===== src/rtl/alu_issue_ctrl.sv =====
// Issue controller beside a single-cycle ALU: ALU results are registered with a
// 1-cycle done pulse; multiplies run on an iterative shift-add unit for WIDTH cycles.
module alu_issue_ctrl #(
    parameter int         WIDTH    = 32,
    parameter logic [2:0] MUL_CODE = 3'd6
) (
    input  logic             clk_i,
    input  logic             rst_i,
    input  logic             valid_i,
    input  logic [2:0]       ALUCtrl_i,
    input  logic [WIDTH-1:0] op1_i,
    input  logic [WIDTH-1:0] op2_i,
    input  logic [WIDTH-1:0] alu_result_i,
    input  logic             flush_i,
    output logic [WIDTH-1:0] result_o,
    output logic             done_o,
    output logic             stall_o,
    output logic             busy_o
);

    localparam int CNT_W = $clog2(WIDTH) + 1;

    typedef enum logic {
        IDLE,
        MUL
    } state_t;

    state_t           state;
    logic [WIDTH-1:0] mcand;
    logic [WIDTH-1:0] mplier;
    logic [WIDTH-1:0] acc;
    logic [WIDTH-1:0] acc_nxt;
    logic [CNT_W-1:0] cnt;
    logic             is_mul;
    logic             accept_mul;
    logic             accept_alu;
    logic             last_iter;

    assign is_mul     = (ALUCtrl_i == MUL_CODE);
    assign accept_mul = !rst_i && (state == IDLE) && valid_i && is_mul && !flush_i;
    assign accept_alu = !rst_i && (state == IDLE) && valid_i && !is_mul && !flush_i;

    // Shift-add step; the low WIDTH bits are the same for signed and unsigned operands.
    assign acc_nxt   = mplier[0] ? (acc + mcand) : acc;
    assign last_iter = (cnt == CNT_W'(WIDTH - 1));

    // A flush releases the pipeline in the same cycle; reset forces both outputs low.
    assign stall_o = !rst_i && (accept_mul || ((state == MUL) && !flush_i));
    assign busy_o  = !rst_i && (state == MUL);

    always_ff @(posedge clk_i) begin
        if (rst_i) begin
            state    <= IDLE;
            result_o <= '0;
            done_o   <= 1'b0;
            cnt      <= '0;
            acc      <= '0;
            mcand    <= '0;
            mplier   <= '0;
        end else begin
            done_o <= 1'b0;
            case (state)
                IDLE: begin
                    if (accept_alu) begin
                        result_o <= alu_result_i;
                        done_o   <= 1'b1;
                    end else if (accept_mul) begin
                        mcand  <= op1_i;
                        mplier <= op2_i;
                        acc    <= '0;
                        cnt    <= '0;
                        state  <= MUL;
                    end
                end
                MUL: begin
                    if (flush_i) begin
                        state <= IDLE;
                    end else begin
                        acc    <= acc_nxt;
                        mcand  <= mcand << 1;
                        mplier <= mplier >> 1;
                        cnt    <= cnt + 1'b1;
                        if (last_iter) begin
                            result_o <= acc_nxt;
                            done_o   <= 1'b1;
                            state    <= IDLE;
                        end
                    end
                end
                default: state <= IDLE;
            endcase
        end
    end

endmodule


===== config.mk =====
export PLATFORM = sky130hd
export DESIGN_NAME = alu_issue_ctrl
export DESIGN_NICKNAME = d
export VERILOG_FILES = /design/src/rtl/alu_issue_ctrl.sv
export SDC_FILE = /design/constraint.sdc
export NUM_CORES = 1
export LEC_CHECK = 0
export ABC_AREA = 1
export CORE_MARGIN = 10
export CORE_UTILIZATION = 25
export DETAILED_ROUTE_END_ITERATION = 10
export PLACE_DENSITY = 0.43
export SETUP_SLACK_MARGIN = 0.15
export SYNTH_ARGS = -nofsm -noshare
export SYNTH_HDL_FRONTEND = slang
export SYNTH_SLANG_ARGS = --single-unit

===== constraint.sdc =====
create_clock -name clk_i -period 4.4 [get_ports clk_i]
set_clock_uncertainty 0.1 [all_clocks]
set_input_delay 1.1 -clock clk_i [delete_from_list [all_inputs] [get_ports clk_i]]
set_output_delay 1.1 -clock clk_i [all_outputs]
set_load 0.005 [all_outputs]

==> metrics.md, run 1 <==
| Metric | Value |
|---|---|
| Cell area after synthesis | 8120 um^2 |
| Unrepaired setup endpoints after global routing | no |
| Max-cap violations | 0 |
| Seq cells post-synth | 136 |
| Setup TNS | 0 ns |
| Rows | 65 |
| Global-route wire length before repair | 44,300 um |
| Max clock buf depth | 2 |
| Layout cells sized above 1 | 4.10% |
| Vias in the first global route | 8,251 |
| Crit Path Class | in -> out |
| Layout overhead on the synthesized area | 28.2% |
| Register area share after synthesis | 33.5% |
| Fin crit period | a little under 4 ns |
| Arr. time, crit path | 2.74 ns |
| Gpl congestion | roughly 0.85 |
| DPL Wire Length | between 15,000 and 20,000 um |
| Clk Latency, worst-skew pair | 0.43 ns |
| Commonest non-fill, non-tap cells in the layout | nand2_1, clkdlybuf4s50_1, dfxtp_1 |
| Clk root buf | clkbuf_16 |
| Clock sink count | 136 |
| Synth Net Count | 1,414 |
| Fillers | 3,510 |
| Vias/cell | 4.48 |
| Peak VDD IR | 0.000238 V |
| Htree depth | 4 |
| Initial antenna violation count | 2 |
| PostCTS Resize Cnt | 0 |
| Setup WS post-layout | ~0.46 ns |
| Post-CTS Setup Inserts | 0 |
| CTS Hold Bufs | 0 |
| Slew margin rel. | 47.0% |
| Least-Margin Pin Slew | around 0.79 ns |
| Initial DRC count | approximately 450 |
| Ant. Diodes | 0 |
| WHS | 0.369 ns |
| CTS tree | done |
| Largest net degree at the start of global routing | 84 |
| Vias post-DR | 8,180 |
| Reg clk slew, reported paths | 0.07 ns |
| Total die area | ~40,000 um^2 |
| Hold Fails Final Rpt | 0 |
| Syn Area/Cell | 6.35 um^2 |
| Static Leakage | 0.00448 uW |
| Placement Setup Slack | 0.440 ns |
| Cell Pwr Density | 293 nW/um^2 |
| Die H | 200 um |
| GRT overflow | 0 |
| Drt wl/cell | between 10 and 15 um |
| Ys Warns | 0 |
| GRT Total Usage | 13.4% |
| Total CTS buffers | 17 |
| I/O Buffers | 137 |
| Cells after synthesis | about 1,300 |
| Synth cell types | 35 |
| Chip Width | 200 um |
| Worst reg-to-reg setup slack | approximately 1.9 ns |
| Worst Hold Class | reg -> reg |
| Final setup fails | 0 |
| Crit share post-route | 89.5% |
| Initial Util | 25.5% |
| CP required | 3.20 ns |
| Nets | between 1,500 and 2,000 |
| Drc violations | 0 |
| TritonRoute pass-1 iters | 4 |
| Fin. max-slew vios | 0 |
| # IOs | about 140 |
| Worst Setup End Kind | primary output |
| Crit path launch type | input pin |
| Post-DRT Antenna Nets | 0 |
| Most common cell after layout, fill and taps aside | nand2_1 |
| Fmax | around 250 MHz |
| Outcome | completed |
| Final WL | 27,000 um |
| Core box area | around 32,000 um^2 |
| CP Max Fanout | 9 |
==> registers in the layout, summed over array words and instances, names as in the netlist <==
| name | cells |
|---|---|
| cnt | 6 |
| result_o | 32 |
| done_o | 1 |
| state | 1 |
| acc | 32 |
| mplier | 32 |
| mcand | 32 |
==> path summary, 6_finish.rpt <==
| check | endpoint | depth (start not counted) | startpoint |
|---|---|---|---|
| max | stall_o | 7 | flush_i |
| min | mplier[17]$_SDFFE_PP0P_ | 2 | mplier[18]$_SDFFE_PP0P_ |
| max reg2reg | acc[28]$_SDFFE_PP0P_ | 14 | mcand[0]$_SDFFE_PP0P_ |
| min reg2reg | mplier[17]$_SDFFE_PP0P_ | 2 | mplier[18]$_SDFFE_PP0P_ |
==> power by group <==
part	leakage (uW)	internal (uW)	switching, uW	total (uW)
clock network	0.000285	897	615	1510
registers	0.00110	1260	18.5	1280
logic	0.00309	147	111	259
==> cell families after synthesis <==
family / share of synthesized area (%)
buf+inv: 10.3
simple gates: 27.5
xor+xnor: 1.29
fa+ha+maj: 5.18
flops: 33.5
compound gates: 22.1
==> worst max-delay path, stage by stage <==
cell and delay [ns]:
clkdlybuf4s50_1 0.48, nor2_1 0.12, nand3_1 0.13, nor2_4 0.20, nor2_8 0.08, nor2_1 0.12
clkdlybuf4s50_1 0.52
==> cell type report <==
type	instances	area, um^2	share of cell area [%]
inverters	132	502	4.82
clock buffers	18	429	4.12
well taps	435	544	5.23
repair buffers	148	1480	14.2
clock inverters	13	173	1.66
flip-flops and latches	136	2720	26.2
multi-input cells	942	4560	43.8
==> Yosys cell counts <==
cell / instances / area share [%]
a211oi_1: 2 / 0.18
a21o_1: 1 / 0.093
a21oi_1: 117 / 7.2
a221oi_1: 1 / 0.11
a311oi_1: 1 / 0.11
a31oi_1: 64 / 4.9
and2_1: 1 / 0.077
buf_2: 20 / 1.2
buf_4: 6 / 0.55
buf_6: 5 / 0.69
clkbuf_1: 37 / 1.7
dfxtp_1: 136 / 34
fa_1: 1 / 0.25
ha_1: 32 / 4.9
inv_1: 129 / 6.0
inv_2: 2 / 0.093
inv_4: 1 / 0.077
nand2_1: 386 / 18
nand2_2: 4 / 0.31
nand3_1: 46 / 2.8
nand4_1: 5 / 0.39
nor2_1: 107 / 4.9
nor2_2: 3 / 0.23
nor2_4: 2 / 0.28
nor2_8: 1 / 0.25
nor3_1: 2 / 0.12
nor4_1: 1 / 0.077
o211ai_1: 3 / 0.28
o21ai_0: 129 / 8.0
o21ai_1: 16 / 0.99
o21bai_1: 3 / 0.28
or2_1: 1 / 0.077
or2_2: 1 / 0.077
xnor2_1: 1 / 0.11
xor2_1: 11 / 1.2
==> routing by layer <==
layer	routed length [um]	GRT usage [%]	up-vias
li1	-	-	4372
met1	13100	17.0	3666
met2	12200	21.5	124
met3	1520	4.13	14
met4	201	3.08	4
met5	19	0	-
==> per-stage QoR <==
step	total power [uW]	area, um^2	cells	utilization, %
floorplan	1410	8120	1278	-
global placement	1570	9800	1793	30.8
detailed placement	1570	9800	1793	30.8
CTS	3110	10400	1824	32.7
global route	3180	10400	1824	32.7
finish	3050	10400	1824	32.7
Note: power is estimated with default switching activity, not from simulation.
==> run 2: changes to the inputs <==
Settings changed: CAP_MARGIN set to 20.
==> results of run 2 <==
No change in the layout: final DEF, timing and power equal those of run 1.
==> run 3: changes to the inputs <==
Settings changed: ABC_AREA 1 to not set, CORE_UTILIZATION 25 to 40, PLACE_DENSITY 0.43 to 0.63.
==> run 3 against run 2 <==
Against the previous run:
- register-to-register slack worse by 0.91 ns
- die area down 38%
- sequential power about the same
- via count down 14%
- core utilization up 19 points
- synthesized area down 6.4%
- critical path depth down 1
- largest cell class unchanged
==> metrics.md, run 3 <==
| Metric | Value |
|---|---|
| Static Leakage | 0.00349 uW (-22%) |
| XOR/XNOR Fraction of Synth Area | 2.77% (+1.5 points) |
| Worst path slowest cell | clkdlybuf4s50_1 |
| Commonest non-fill, non-tap cells in the layout | nor2_1, clkdlybuf4s50_1, dfxtp_1 |
| Number of synthesized flops with an enable pin | 0 (unchanged) |
| Max-cap violations | 0 (unchanged) |
| Setup TNS | 0 ns (unchanged) |
| Synth cell types | 57 (+63%) |
| Cell taking the most area after synthesis | dfxtp_1 |
| Crit Path Class | in -> out |
| Ys Warns | 0 (unchanged) |
| Reg clk slew, reported paths | 0.06 ns (about the same) |
| Peak VDD IR | 0.000255 V (+6.8%) |
| Drt wl/cell | 17.4 um (+17%) |
| Total CTS buffers | 17 (unchanged) |
| Nets | 1,169 (-23%) |
| Rows | 50 (-23%) |
| DPL Wire Length | 15,800 um (-18%) |
| Setup WS post-layout | 0.366 ns (-0.0974 ns) |
| Post-Synth Adder-Cell Area | 5.53% (+0.35 points) |
| Final setup fails | 0 (unchanged) |
| Delay-heaviest family, CP | buffers and inverters |
| Clk root buf | clkbuf_16 |
| FF-to-FF Start | mcand[0]$_SDFFE_PP0P_ |
| Clk Latency, worst-skew pair | 0.43 ns (about the same) |
| Post-CTS Setup Inserts | 0 (unchanged) |
| Layout overhead on the synthesized area | 28.1% (about the same) |
| Arr. time, crit path | 2.83 ns (+0.09 ns) |
| Cells after DPL | 1,248 (-30%) |
| CP required | 3.20 ns (about the same) |
| CP Max Fanout | 3 (-6) |
| Register area share after synthesis | 35.8% (+2.3 points) |
| Slew margin rel. | 40.3% (-6.7 points) |
| Drc violations | 0 (unchanged) |
| Die H | 158 um (-21%) |
| Hold Fails Final Rpt | 0 (unchanged) |
| Gpl congestion | 0.940 (+10%) |
| WHS | 0.349 ns (-0.0204 ns) |
| Setup crit end | stall_o |
| Worst reg-to-reg setup slack | 0.96 ns (-0.91 ns) |
| Crit-path cells | clkdlybuf4s50_1 -> nand3b_1 -> nor4_2 -> nor2_1 -> nor2_1 -> clkdlybuf4s50_1 |
| Unrepaired setup endpoints after global routing | no |
| Outcome | completed |
| Seq cells post-synth | 136 (unchanged) |
| Chip Width | 158 um (-21%) |
| Initial antenna violation count | 0 (-2) |
| Max clock buf depth | 2 (unchanged) |
| Syn Area/Cell | 8.15 um^2 (+28%) |
| Largest net degree at the start of global routing | 138 (+64%) |
| Synth area leaders | dfxtp_1, mux2i_1, nor2_1 |
| Reg2reg end | result_o[28]$_SDFFE_PP0P_ |
| Ant. Diodes | 0 (unchanged) |
| CTS tree | done |
| Crit path launch type | input pin |
| Cell Pwr Density | 306 nW/um^2 (+4.3%) |
| Simple-Gate Fraction of Synth Area | 17.4% (-10 points) |
| Vias post-DR | 7,042 (-14%) |
| Global-route wire length before repair | 35,600 um (-20%) |
| Fin. max-slew vios | 0 (unchanged) |
| Crit share post-route | 91.7% (+2.2 points) |
| Critical path depth in cells | 6 (-1) |
| Main synth FF type | dfxtp_1 |
| Synth Area in Compound Gates | 23.6% (+1.5 points) |
| Placement Setup Slack | 0.240 ns (-0.200 ns) |
| Fmax | 248 MHz (-2.4%) |
| Core box area | 18,700 um^2 (-41%) |
| Top cells by count, synth | nor2_1, dfxtp_1, nand2_1 |
| Fin crit period | 4.03 ns (+0.0974 ns) |
| Least-Margin Pin Slew | 0.896 ns (+0.101 ns) |
| Async SR Flop Fraction | 0% (unchanged) |
| Clock sink count | 136 (unchanged) |
| # IOs | 138 (unchanged) |
| Final Util | 52.0% (+19 points) |
| Worst Setup End Kind | primary output |
| Worst r2r path cells | 12 (-2) |
| Worst Hold Class | reg -> reg |
| CP Buf/Inv Count | 2 (unchanged) |
| Layout cells sized above 1 | 5.84% (+1.7 points) |
| Most common cell after layout, fill and taps aside | nor2_1 |
| Top-area cell type share of the netlist area | 35.8% (+2.3 points) |
| Synth Net Count | 1,068 (-24%) |
| Htree depth | 4 (unchanged) |
| Cells after synthesis | 932 (-27%) |
| Post-DRT Antenna Nets | 0 (unchanged) |
| Initial Util | 40.6% (+15 points) |
| Multiplexer share of the synthesized area | 10.9% (+11 points) |
| Cell area after synthesis | 7600 um^2 (-6.4%) |
| Max incr delay on CP | 0.54 ns (+0.02 ns) |
| Final WL | 22,200 um (-18%) |
| Largest family of logic cells by synthesized area | compound AO/OA/AOI/OAI gates |
| Count leader, synth | nor2_1 |
| GRT overflow | 0 (unchanged) |
| Vias in the first global route | 6,862 (-17%) |
| Total die area | 24,900 um^2 (-38%) |
| I/O Buffers | 137 (unchanged) |
| Final Non-Filler Cells | 1,279 (-30%) |
| CP Launch Point | ALUCtrl_i[0] |
| GRT Total Usage | 17.9% (+4.5 points) |
| Initial DRC count | 352 (-21%) |
| TritonRoute pass-1 iters | 5 (+1) |
| Vias/cell | 5.51 (+23%) |
## run 3: changes by cell type after synthesis, moves of 14 or more
| cell | previous run | this run |
|---|---|---|
| clkbuf_1 | 37 | 61 |
| a211oi_1 | 2 | 71 |
| a21o_1 | 1 | 18 |
| mux2i_1 | 0 | 77 |
| a21oi_1 | 117 | 74 |
| inv_1 | 129 | 10 |
| buf_2 | 20 | 2 |
| nand2_1 | 386 | 80 |
| o21ai_0 | 129 | 24 |
| a31oi_1 | 64 | 9 |
| xnor2_1 | 1 | 16 |
| a22oi_1 | 0 | 14 |
| nor2_1 | 107 | 161 |
| nand3_1 | 46 | 18 |
## run 3: per-stage QoR
stage / total power, uW / cell area (um^2)
after floorplan: 1400 / 7600
after global placement: 1540 / 9130
after detailed placement: 1540 / 9130
after CTS: 3010 / 9730
after global routing: 3080 / 9730
final: 2980 / 9730
## run 3: report_power, final
group          switching (uW)  internal (uW)
combinational             103            143
clock                     566            896
sequential               15.6           1250
total                     684           2290
## run 3: what timing repair did
item                       CTS  global route
hold buffers                 0             0
setup endpoints to repair    0             1
gates resized for setup      0             1
## run 3: worst min-delay path, cell delays in order (launching register included)
cell     delay, ns
dfxtp_1       0.31
nand2_1       0.05
a21oi_1       0.05
## run 3: worst min path at each step
stage                                    startpoint                   endpoint  slack (ns)  cells past startpoint
after global routing       result_o[9]$_SDFFE_PP0P_   result_o[9]$_SDFFE_PP0P_        0.38                      2
after detailed placement  result_o[30]$_SDFFE_PP0P_  result_o[30]$_SDFFE_PP0P_        0.35                      2
after floorplan           result_o[30]$_SDFFE_PP0P_  result_o[30]$_SDFFE_PP0P_        0.34                      2
after CTS                 result_o[30]$_SDFFE_PP0P_  result_o[30]$_SDFFE_PP0P_        0.35                      2
after global placement    result_o[10]$_SDFFE_PP0P_  result_o[10]$_SDFFE_PP0P_        0.34                      2
final                      result_o[9]$_SDFFE_PP0P_   result_o[9]$_SDFFE_PP0P_        0.35                      2
## run 3: layer usage
| layer | wire, um | vias to the layer above | GRT usage (%) | part of all wire (%) |
|---|---|---|---|---|
| met4 | 643 | 0 | 7.52 | 2.9 |
| met2 | 10700 | 169 | 29.8 | 48 |
| met3 | 1260 | 41 | 4.69 | 5.7 |
| met5 | 0 | - | 0 | 0 |
| met1 | 9610 | 3254 | 21.2 | 43 |
| li1 | - | 3578 | - | - |
## run 3: cells by family after synthesis
logic type,after synthesis
xor+xnor,24
fa+ha+maj,33
flops,136
buf+inv,79
compound gates,266
simple gates,312
mux,82
## run 3: layout make-up
class / instances / area [um^2]
flip-flops and latches: 136 / 2730
clock buffers: 21 / 482
fillers: 1802 / 8970
inverters: 10 / 37.5
multi-input cells: 717 / 4590
repair buffers: 151 / 1490
well taps: 234 / 293
clock inverters: 10 / 116
